===== config.mk =====
export PLATFORM = sky130hd
export DESIGN_NAME = encoder
export DESIGN_NICKNAME = d
export VERILOG_FILES = /design/src/rtl/encoder_pkg.sv /design/src/rtl/encoder_serializer.sv /design/src/rtl/encoder.sv
export SDC_FILE = /design/constraint.sdc
export NUM_CORES = 1
export LEC_CHECK = 0
export BUFFER_PORTS_ARGS = -buffer_cell sky130_fd_sc_hd__buf_4
export CELL_PAD_IN_SITES_DETAIL_PLACEMENT = 0
export CELL_PAD_IN_SITES_GLOBAL_PLACEMENT = 2
export CORE_MARGIN = 4
export CORE_UTILIZATION = 34
export CTS_CLUSTER_DIAMETER = 100
export DETAILED_ROUTE_END_ITERATION = 7
export PLACE_DENSITY_LB_ADDON = 0.1
export SKIP_LAST_GASP = 1
export SLEW_MARGIN = 15
export SYNTH_ARGS = -nofsm -noshare
export SYNTH_HDL_FRONTEND = slang
export SYNTH_SLANG_ARGS = --single-unit

===== constraint.sdc =====
create_clock -name clk -period 1.77 [get_ports clk]
set_input_delay 0 -clock clk [delete_from_list [all_inputs] [get_ports clk]]
set_output_delay 0 -clock clk [all_outputs]
set_load 0.005 [all_outputs]

===== src/rtl/encoder_pkg.sv =====
// Shared types and constants for the priority encoder
// and its single-wire frame serializer.
package encoder_pkg;

   localparam int FRAME_BITS = 4;
   localparam int IDX_W      = 2;

   typedef enum logic [2:0] {
      IDLE,
      START,
      BIT1,
      BIT0,
      PAR,
      GAP
   } enc_state_t;

endpackage


===== src/rtl/encoder_serializer.sv =====
// Frame FSM: sends start, code bits, parity, then an idle gap,
// only when the code differs from the last one transmitted.
module encoder_serializer
   import encoder_pkg::*;
#(
   parameter int MIN_GAP = 1
) (
   input  logic             clk,
   input  logic             rst,
   input  logic [IDX_W-1:0] code,
   input  logic             valid,
   output logic             out
);

   localparam int CNT_W = 4;

   enc_state_t       state;
   logic [IDX_W-1:0] sent;
   logic             sent_ok;
   logic [CNT_W-1:0] gap_cnt;
   logic             launch;

   // New frame wanted when code is valid and not yet sent
   always_comb begin
      launch = valid && (!sent_ok || (code != sent));
   end

   // Frame sequencer with registered serial output
   always_ff @(posedge clk) begin
      if (rst) begin
         state   <= IDLE;
         out     <= 1'b0;
         sent    <= '0;
         sent_ok <= 1'b0;
         gap_cnt <= '0;
      end else begin
         unique case (state)
            IDLE: begin
               if (launch) begin
                  state   <= START;
                  out     <= 1'b1;
                  sent    <= code;
                  sent_ok <= 1'b1;
               end else begin
                  out <= 1'b0;
               end
            end
            START: begin
               state <= BIT1;
               out   <= sent[1];
            end
            BIT1: begin
               state <= BIT0;
               out   <= sent[0];
            end
            BIT0: begin
               state <= PAR;
               out   <= ^sent;
            end
            PAR: begin
               state   <= GAP;
               out     <= 1'b0;
               gap_cnt <= CNT_W'(MIN_GAP - 1);
            end
            GAP: begin
               if (gap_cnt != '0) begin
                  gap_cnt <= gap_cnt - 1'b1;
                  out     <= 1'b0;
               end else if (launch) begin
                  state   <= START;
                  out     <= 1'b1;
                  sent    <= code;
                  sent_ok <= 1'b1;
               end else begin
                  state <= IDLE;
                  out   <= 1'b0;
               end
            end
            default: begin
               state <= IDLE;
               out   <= 1'b0;
            end
         endcase
      end
   end

endmodule


===== src/rtl/encoder.sv =====
// Four-line priority encoder (d > c > b > a) with registered
// index/valid/err and a serial frame output per code change.
module encoder
   import encoder_pkg::*;
#(
   parameter int MIN_GAP = 1
) (
   input  logic             clk,
   input  logic             rst,
   input  logic             a,
   input  logic             b,
   input  logic             c,
   input  logic             d,
   output logic             out,
   output logic [IDX_W-1:0] code,
   output logic             valid,
   output logic             err
);

   logic [3:0]       req;
   logic [IDX_W-1:0] idx;
   logic             any;
   logic             multi;

   // Resolve highest-priority request and flag multi-hot
   always_comb begin
      req   = {d, c, b, a};
      any   = |req;
      multi = $countones(req) > 1;
      idx   = '0;
      priority case (1'b1)
         d:       idx = 2'd3;
         c:       idx = 2'd2;
         b:       idx = 2'd1;
         default: idx = 2'd0;
      endcase
   end

   // Parallel outputs; code holds when no line is high
   always_ff @(posedge clk) begin
      if (rst) begin
         code  <= '0;
         valid <= 1'b0;
         err   <= 1'b0;
      end else begin
         valid <= any;
         err   <= multi;
         if (any) begin
            code <= idx;
         end
      end
   end

   encoder_serializer #(
      .MIN_GAP(MIN_GAP)
   ) u_ser (
      .clk  (clk),
      .rst  (rst),
      .code (code),
      .valid(valid),
      .out  (out)
   );

endmodule


Word level (Yosys, flattened, before mapping)
Index checks and enable logic that the tools add are counted.
{"block": "word_totals", "reg_bits": 15, "inputBits": 6, "out_inout_bits": 5, "wordCells": 52}
{"block": "op_classes", "n_addsub": 4, "n_lt_le_gt_ge": 1, "n_eq_ne": 9, "muxes": 18, "n_reduce_logical": 12}
{"operator": "$pmux 3 s6", "n": 1}
{"operator": "$mux 2", "n": 4}
{"operator": "$pmux 4 s2", "n": 1}
{"operator": "$eq 3x2->1 const B", "n": 2}
{"operator": "$eq 3x3->1 const B", "n": 2}
{"operator": "$mux 1", "n": 6}
{"operator": "$mux 3", "n": 2}
{"operator": "$reduce_and 2->1", "n": 3}
{"operator": "$pmux 1 s5", "n": 1}
{"operator": "$add 1x1->2", "n": 2}
{"operator": "$mux 4", "n": 1}
{"operator": "$ne 2x1->1 const B", "n": 2}
{"operator": "$pmux 2 s2", "n": 1}
{"operator": "$reduce_bool 2->1", "n": 2}
{"operator": "$reduce_bool 4->1", "n": 1}
{"operator": "$reduce_or 4->1", "n": 1}
{"operator": "$sub 4x1->4 const B", "n": 1}
{"operator": "$add 2x2->3", "n": 1}
{"operator": "$eq 3x1->1 const B", "n": 1}
{"operator": "$gt 3x1->1 const B", "n": 1}
{"operator": "$logic_not 3->1", "n": 1}
{"operator": "$ne 2x2->1", "n": 1}
{"operator": "$ne 2x2->1 const B", "n": 1}
{"operator": "$pmux 1 s2", "n": 1}
{"operator": "other kinds (4)", "n": 4}

Depth between registers and ports, before layout
{"block": "logic_depth", "word_depth": 6, "depth_mapped": 6, "ltp_nobuf": 6}

By module
A second synthesis with hierarchy kept.
{"block": "hier_totals", "hier_cells": 85, "hier_area_um2": 765.7}
{"mod": "encoder_serializer", "n_inst": 1, "cells_each": 67, "area_per_inst_um2": 590.6, "seq_area_each_um2": 220.2}
{"mod": "encoder", "n_inst": 1, "cells_each": 18, "area_per_inst_um2": 175.2, "seq_area_each_um2": 80.1}

Worst setup path after synthesis
OpenSTA, ideal clock, no wires.
{"block": "synth_path", "path_kind": "reg2reg", "startpoint": "register u_ser.gap_cnt[0]", "endpoint": "register u_ser.sent[0]", "setup_time_ns": 0.129, "arrival_ns": 1.306, "t_required_ns": 1.641, "path_slack_ns": 0.336, "path_stages_with_launch": 7, "n_path_buf": 0, "period_less_slack_ns": 1.434, "cell_sequence": "dfxtp_1 -> inv_1 -> ha_1 -> nor3b_4 -> a41oi_4 -> mux2i_1 -> nor2_1"}
{"block": "synth_between", "elab_chain_len": 3}
{"element": "start: declaration", "line_no": "encoder_serializer.sv:20", "text": "logic [CNT_W-1:0] gap_cnt;"}
{"element": "start signal: assignment", "line_no": "encoder_serializer.sv:63", "text": "gap_cnt <= CNT_W'(MIN_GAP - 1);"}
{"element": "start signal: assignment", "line_no": "encoder_serializer.sv:67", "text": "gap_cnt <= gap_cnt - 1'b1;"}
{"element": "$reduce_bool 4->1", "line_no": "encoder_serializer.sv:66", "text": "if (gap_cnt != '0) begin"}
{"element": "$ne 2x2->1 (no line)"}
{"element": "$reduce_and 2->1 (no line)"}
{"element": "end signal: assignment", "line_no": "encoder_serializer.sv:42", "text": "sent <= code;"}
{"element": "end signal: assignment", "line_no": "encoder_serializer.sv:72", "text": "sent <= code;"}
{"element": "end: declaration", "line_no": "encoder_serializer.sv:18", "text": "logic [IDX_W-1:0] sent;"}
No other way between the ends.
A chain may end at the register's enable or synchronous reset.

Worst setup path in the final report
{"block": "layout_path", "startpoint": "register u_ser.gap_cnt[0]", "endpoint": "register u_ser.sent[1]"}
The elaborated chain is that of the path after synthesis.

==> run_results.csv <==
group,metric,value,unit
run_status,status,"finished, final reports clean",
timing,worst_pin_slew,0.4055,ns
placed_design,hpwl,1168,um
synthesis,synth_area_leader_cell,"dfxtp_1",
final_layout,syn2layout_area_growth,19.28,%
worst_setup_path,end_kind,"flip-flop",
worst_setup_path,crit_required,1.95,ns
worst_setup_path,path_cells,"inv_1 > ha_1 > nor3b_4 > a41oi_4 > mux2i_1 > nor2_1",
worst_setup_path,cp_top_family,"flip-flops",
worst_setup_path,reg2reg_to,"u_ser.sent[1]",
grt,grt_pass1_wl,2835,um
timing,hold_viol,0,
synthesis,synth-seq-area-share,0.3614,
floorplan,die_w,57.43,um
final_layout,layout.cells.most_common_list,"dfxtp_1 (15), buf_4 (12), a21oi_1 (9)",
power,powerDensity,764.1,mW/mm^2
route,firstDrtPassIters,4,
grt,grt_max_degree,16,
synthesis,ys.warnings.count,0,
clocking,htreeDepth,1,
worst_setup_path,critPathLaunchType,"flip-flop",
timing,setup_violations,0,
route,drc,0,
timing,hold_slack,0.1882,ns
floorplan,die_h,57.43,um
min_path,worstHoldStart,"b",
route,wl_met1,764,um
synthesis,synth_area,830.8,um^2
final_layout,final_common_cell,"dfxtp_1",
route,ant_nets,0,
grt,grt_overflow_total,0,
route,wl_met2,783,um
synthesis,synth_top_flop_cell,"dfxtp_1",
min_path,hp-class,"input port to flip-flop",
floorplan,coreArea,0.002276,mm^2
worst_setup_path,path_class,"flip-flop to flip-flop",
route,post_drt_wl_per_cell,12.08,um
placed_design,port_buffers,10,
floorplan,io_pins,11,
timing,timing.final.ws_setup,0.2067,ns
worst_setup_path,r2r-start,"u_ser.gap_cnt[0]",
clocking,ctsRootBufferMaster,"clkbuf_4",
timing,fmax,0.6397,GHz
clocking,numClockSinks,15,
synthesis,synthMuxAreaShare,0.03614,
route,dr.max_layer_used,"met4",
clocking,clk_latency,0.28,ns
min_path,hold_depth,4,
placed_design,dp_slack,0.2242,ns
clocking,postCtsSetupRepairBufs,0,
synthesis,synth_area_leaders,"dfxtp_1 (36%), a21oi_1 (5.4%), mux2i_1 (3.6%)",
synthesis,syn_nets,98,
worst_setup_path,arrival,1.74,ns
synthesis,netlist.area_leader.share,0.3614,
timing,slew_viol_final,0,
synthesis,synth_edf_count,0,
timing,fin_tns_setup,0,ns
clocking,cts_tree,"built",
worst_setup_path,crit_slowest_cell,"dfxtp_1",
flow_run,drv_cap,0,
worst_setup_path,worstPathMaxFanout,6,
route,via_count,638,
placed_design,gp_congestion,0.7377,
worst_setup_path,cp_num_buf_inv,1,
synthesis,synthSimpleGateAreaFrac,0.2801,
synthesis,synth-xor-area-share,0.04217,
worst_setup_path,slowest_delay,0.40,ns
synthesis,synth-compound-area-share,0.1611,
final_layout,num_antenna_cells,0,
timing,finClkSkew,0.0009548,ns
min_path,whs_endpoint,"err",
route,wl_met3,47,um
clocking,cts_buffers,3,
route,post_drt_via_cell_ratio,4.797,
final_layout,final_util,0.4354,
clocking,cts_buffer_depth,2,
synthesis,netlist_instances,89,
synthesis,syn_avg_cell_area,9.335,um^2
grt,grtUsageTotal,0.1091,
synthesis,synthDistinctLibCells,36,
worst_setup_path,r2r_slack,0.21,ns
synthesis,async_flop_share,0,
grt,grt_pass1_vias,643,
timing,slew_headroom,0.7293,
synthesis,synth_top_family_by_area,"simple AND/OR/NAND/NOR gates",
grt,antenna_found_initial,0,
clocking,clk_pin_slew,0.09,ns
floorplan,row_count,17,
floorplan,die_area,0.003298,mm^2
final_layout,nets,115,
final_layout,drive_gt1_frac,0.2095,
worst_setup_path,r2r_cells,6,
timing,rsz0062_at_grt,"false",
power,vdd_drop_max,0.4028,mV
synthesis,synth_seq_cells,15,
timing,period_needed,1.563,ns
final_layout,fillers,231,
synthesis,synthAdderAreaFrac,0.05422,
route,wirelength,1607,um
timing,min_period_over_period,0.8832,
route,first_iter_violations,6,
floorplan,initial_core_util,0.3650,
power,p_leak,0.3952,nW
==> sequential cells by signal, indices dropped and copies added, names as in the netlist <==
name	count
u_ser.gap_cnt	4
u_ser.sent	2
u_ser.state	3
valid	1
err	1
u_ser.sent_ok	1
code	2
u_ser.out	1
==> cell usage after synthesis (2+ instances only) <==
| library cell | n |
|---|---|
| nor3_1 | 4 |
| ha_1 | 2 |
| dfxtp_1 | 15 |
| inv_1 | 6 |
| xnor2_1 | 3 |
| o21ai_0 | 2 |
| mux2i_1 | 3 |
| a21oi_1 | 9 |
| o21ai_1 | 2 |
| nand2b_1 | 3 |
| nand2_1 | 7 |
| nor2_1 | 8 |
| buf_6 | 2 |
==> stage by stage <==
stage	cells	area [um^2]	total power, mW
6_report	133	991.0	0.7572
5_1_grt	133	991.0	0.8096
4_1_cts	133	991.0	0.7738
3_5_place_dp	125	924.6	0.5582
3_3_place_gp	125	924.6	0.5575
2_1_floorplan	89	830.8	0.5144
==> layout make-up <==
type | count | area (um^2) | area share
Clock buffer | 4 | 26.28 | 0.02652
Tap cell | 28 | 35.03 | 0.03535
Inverter | 6 | 22.52 | 0.02273
Sequential cell | 15 | 300.3 | 0.3030
Multi-Input combinational cell | 64 | 476.7 | 0.4811
Timing Repair Buffer | 16 | 130.1 | 0.1313
==> what timing repair did <==
item | in CTS | in global routing
hold buffers | 4 | 0
gates resized for setup | 0 | 0
endpoints found under the hold margin | 7 | 0
==> worst reg2reg max path, cell delays in order (launching register included) <==
cell and delay (ns):
dfxtp_1 0.40, inv_1 0.07, ha_1 0.26, nor3b_4 0.19, a41oi_4 0.28, mux2i_1 0.21, nor2_1 0.05
==> power breakdown <==
| part | switching [mW] | internal, mW |
|---|---|---|
| Clock | 0.114 | 0.0875 |
| Combinational | 0.0683 | 0.0925 |
| Sequential | 0.0323 | 0.363 |
==> metal layers <==
layer | GRT usage | vias up
met3 | 0.02715 | 2
met4 | 0.05960 | 0
met1 | 0.1330 | 292
met5 | 0 | -
met2 | 0.1742 | 6
li1 | - | 338
==> worst max-delay path by stage <==
| stage | depth (start not counted) | slack [ns] | start | end |
|---|---|---|---|---|
| 2_1_floorplan | 6 | 0.34 | u_ser.gap_cnt[0] | u_ser.sent[0] |
| 3_3_place_gp | 6 | 0.27 | u_ser.gap_cnt[0] | u_ser.sent[1] |
| 3_5_place_dp | 6 | 0.22 | u_ser.gap_cnt[0] | u_ser.sent[0] |
| 4_1_cts | 6 | 0.20 | u_ser.gap_cnt[0] | u_ser.sent[1] |
| 5_1_grt | 6 | 0.12 | u_ser.gap_cnt[0] | u_ser.sent[0] |
| 6_report | 6 | 0.21 | u_ser.gap_cnt[0] | u_ser.sent[1] |
==> cell families (layout without fill, tap and decap cells) <==
logic type / count (synthesis) / in the layout
mux: 3 / 3
simple gates: 35 / 35
fa+ha+maj: 3 / 3
xor+xnor: 4 / 4
compound gates: 19 / 19
buf+inv: 10 / 26
flops: 15 / 15
No activity file was read; power rests on OpenSTA's default activity.
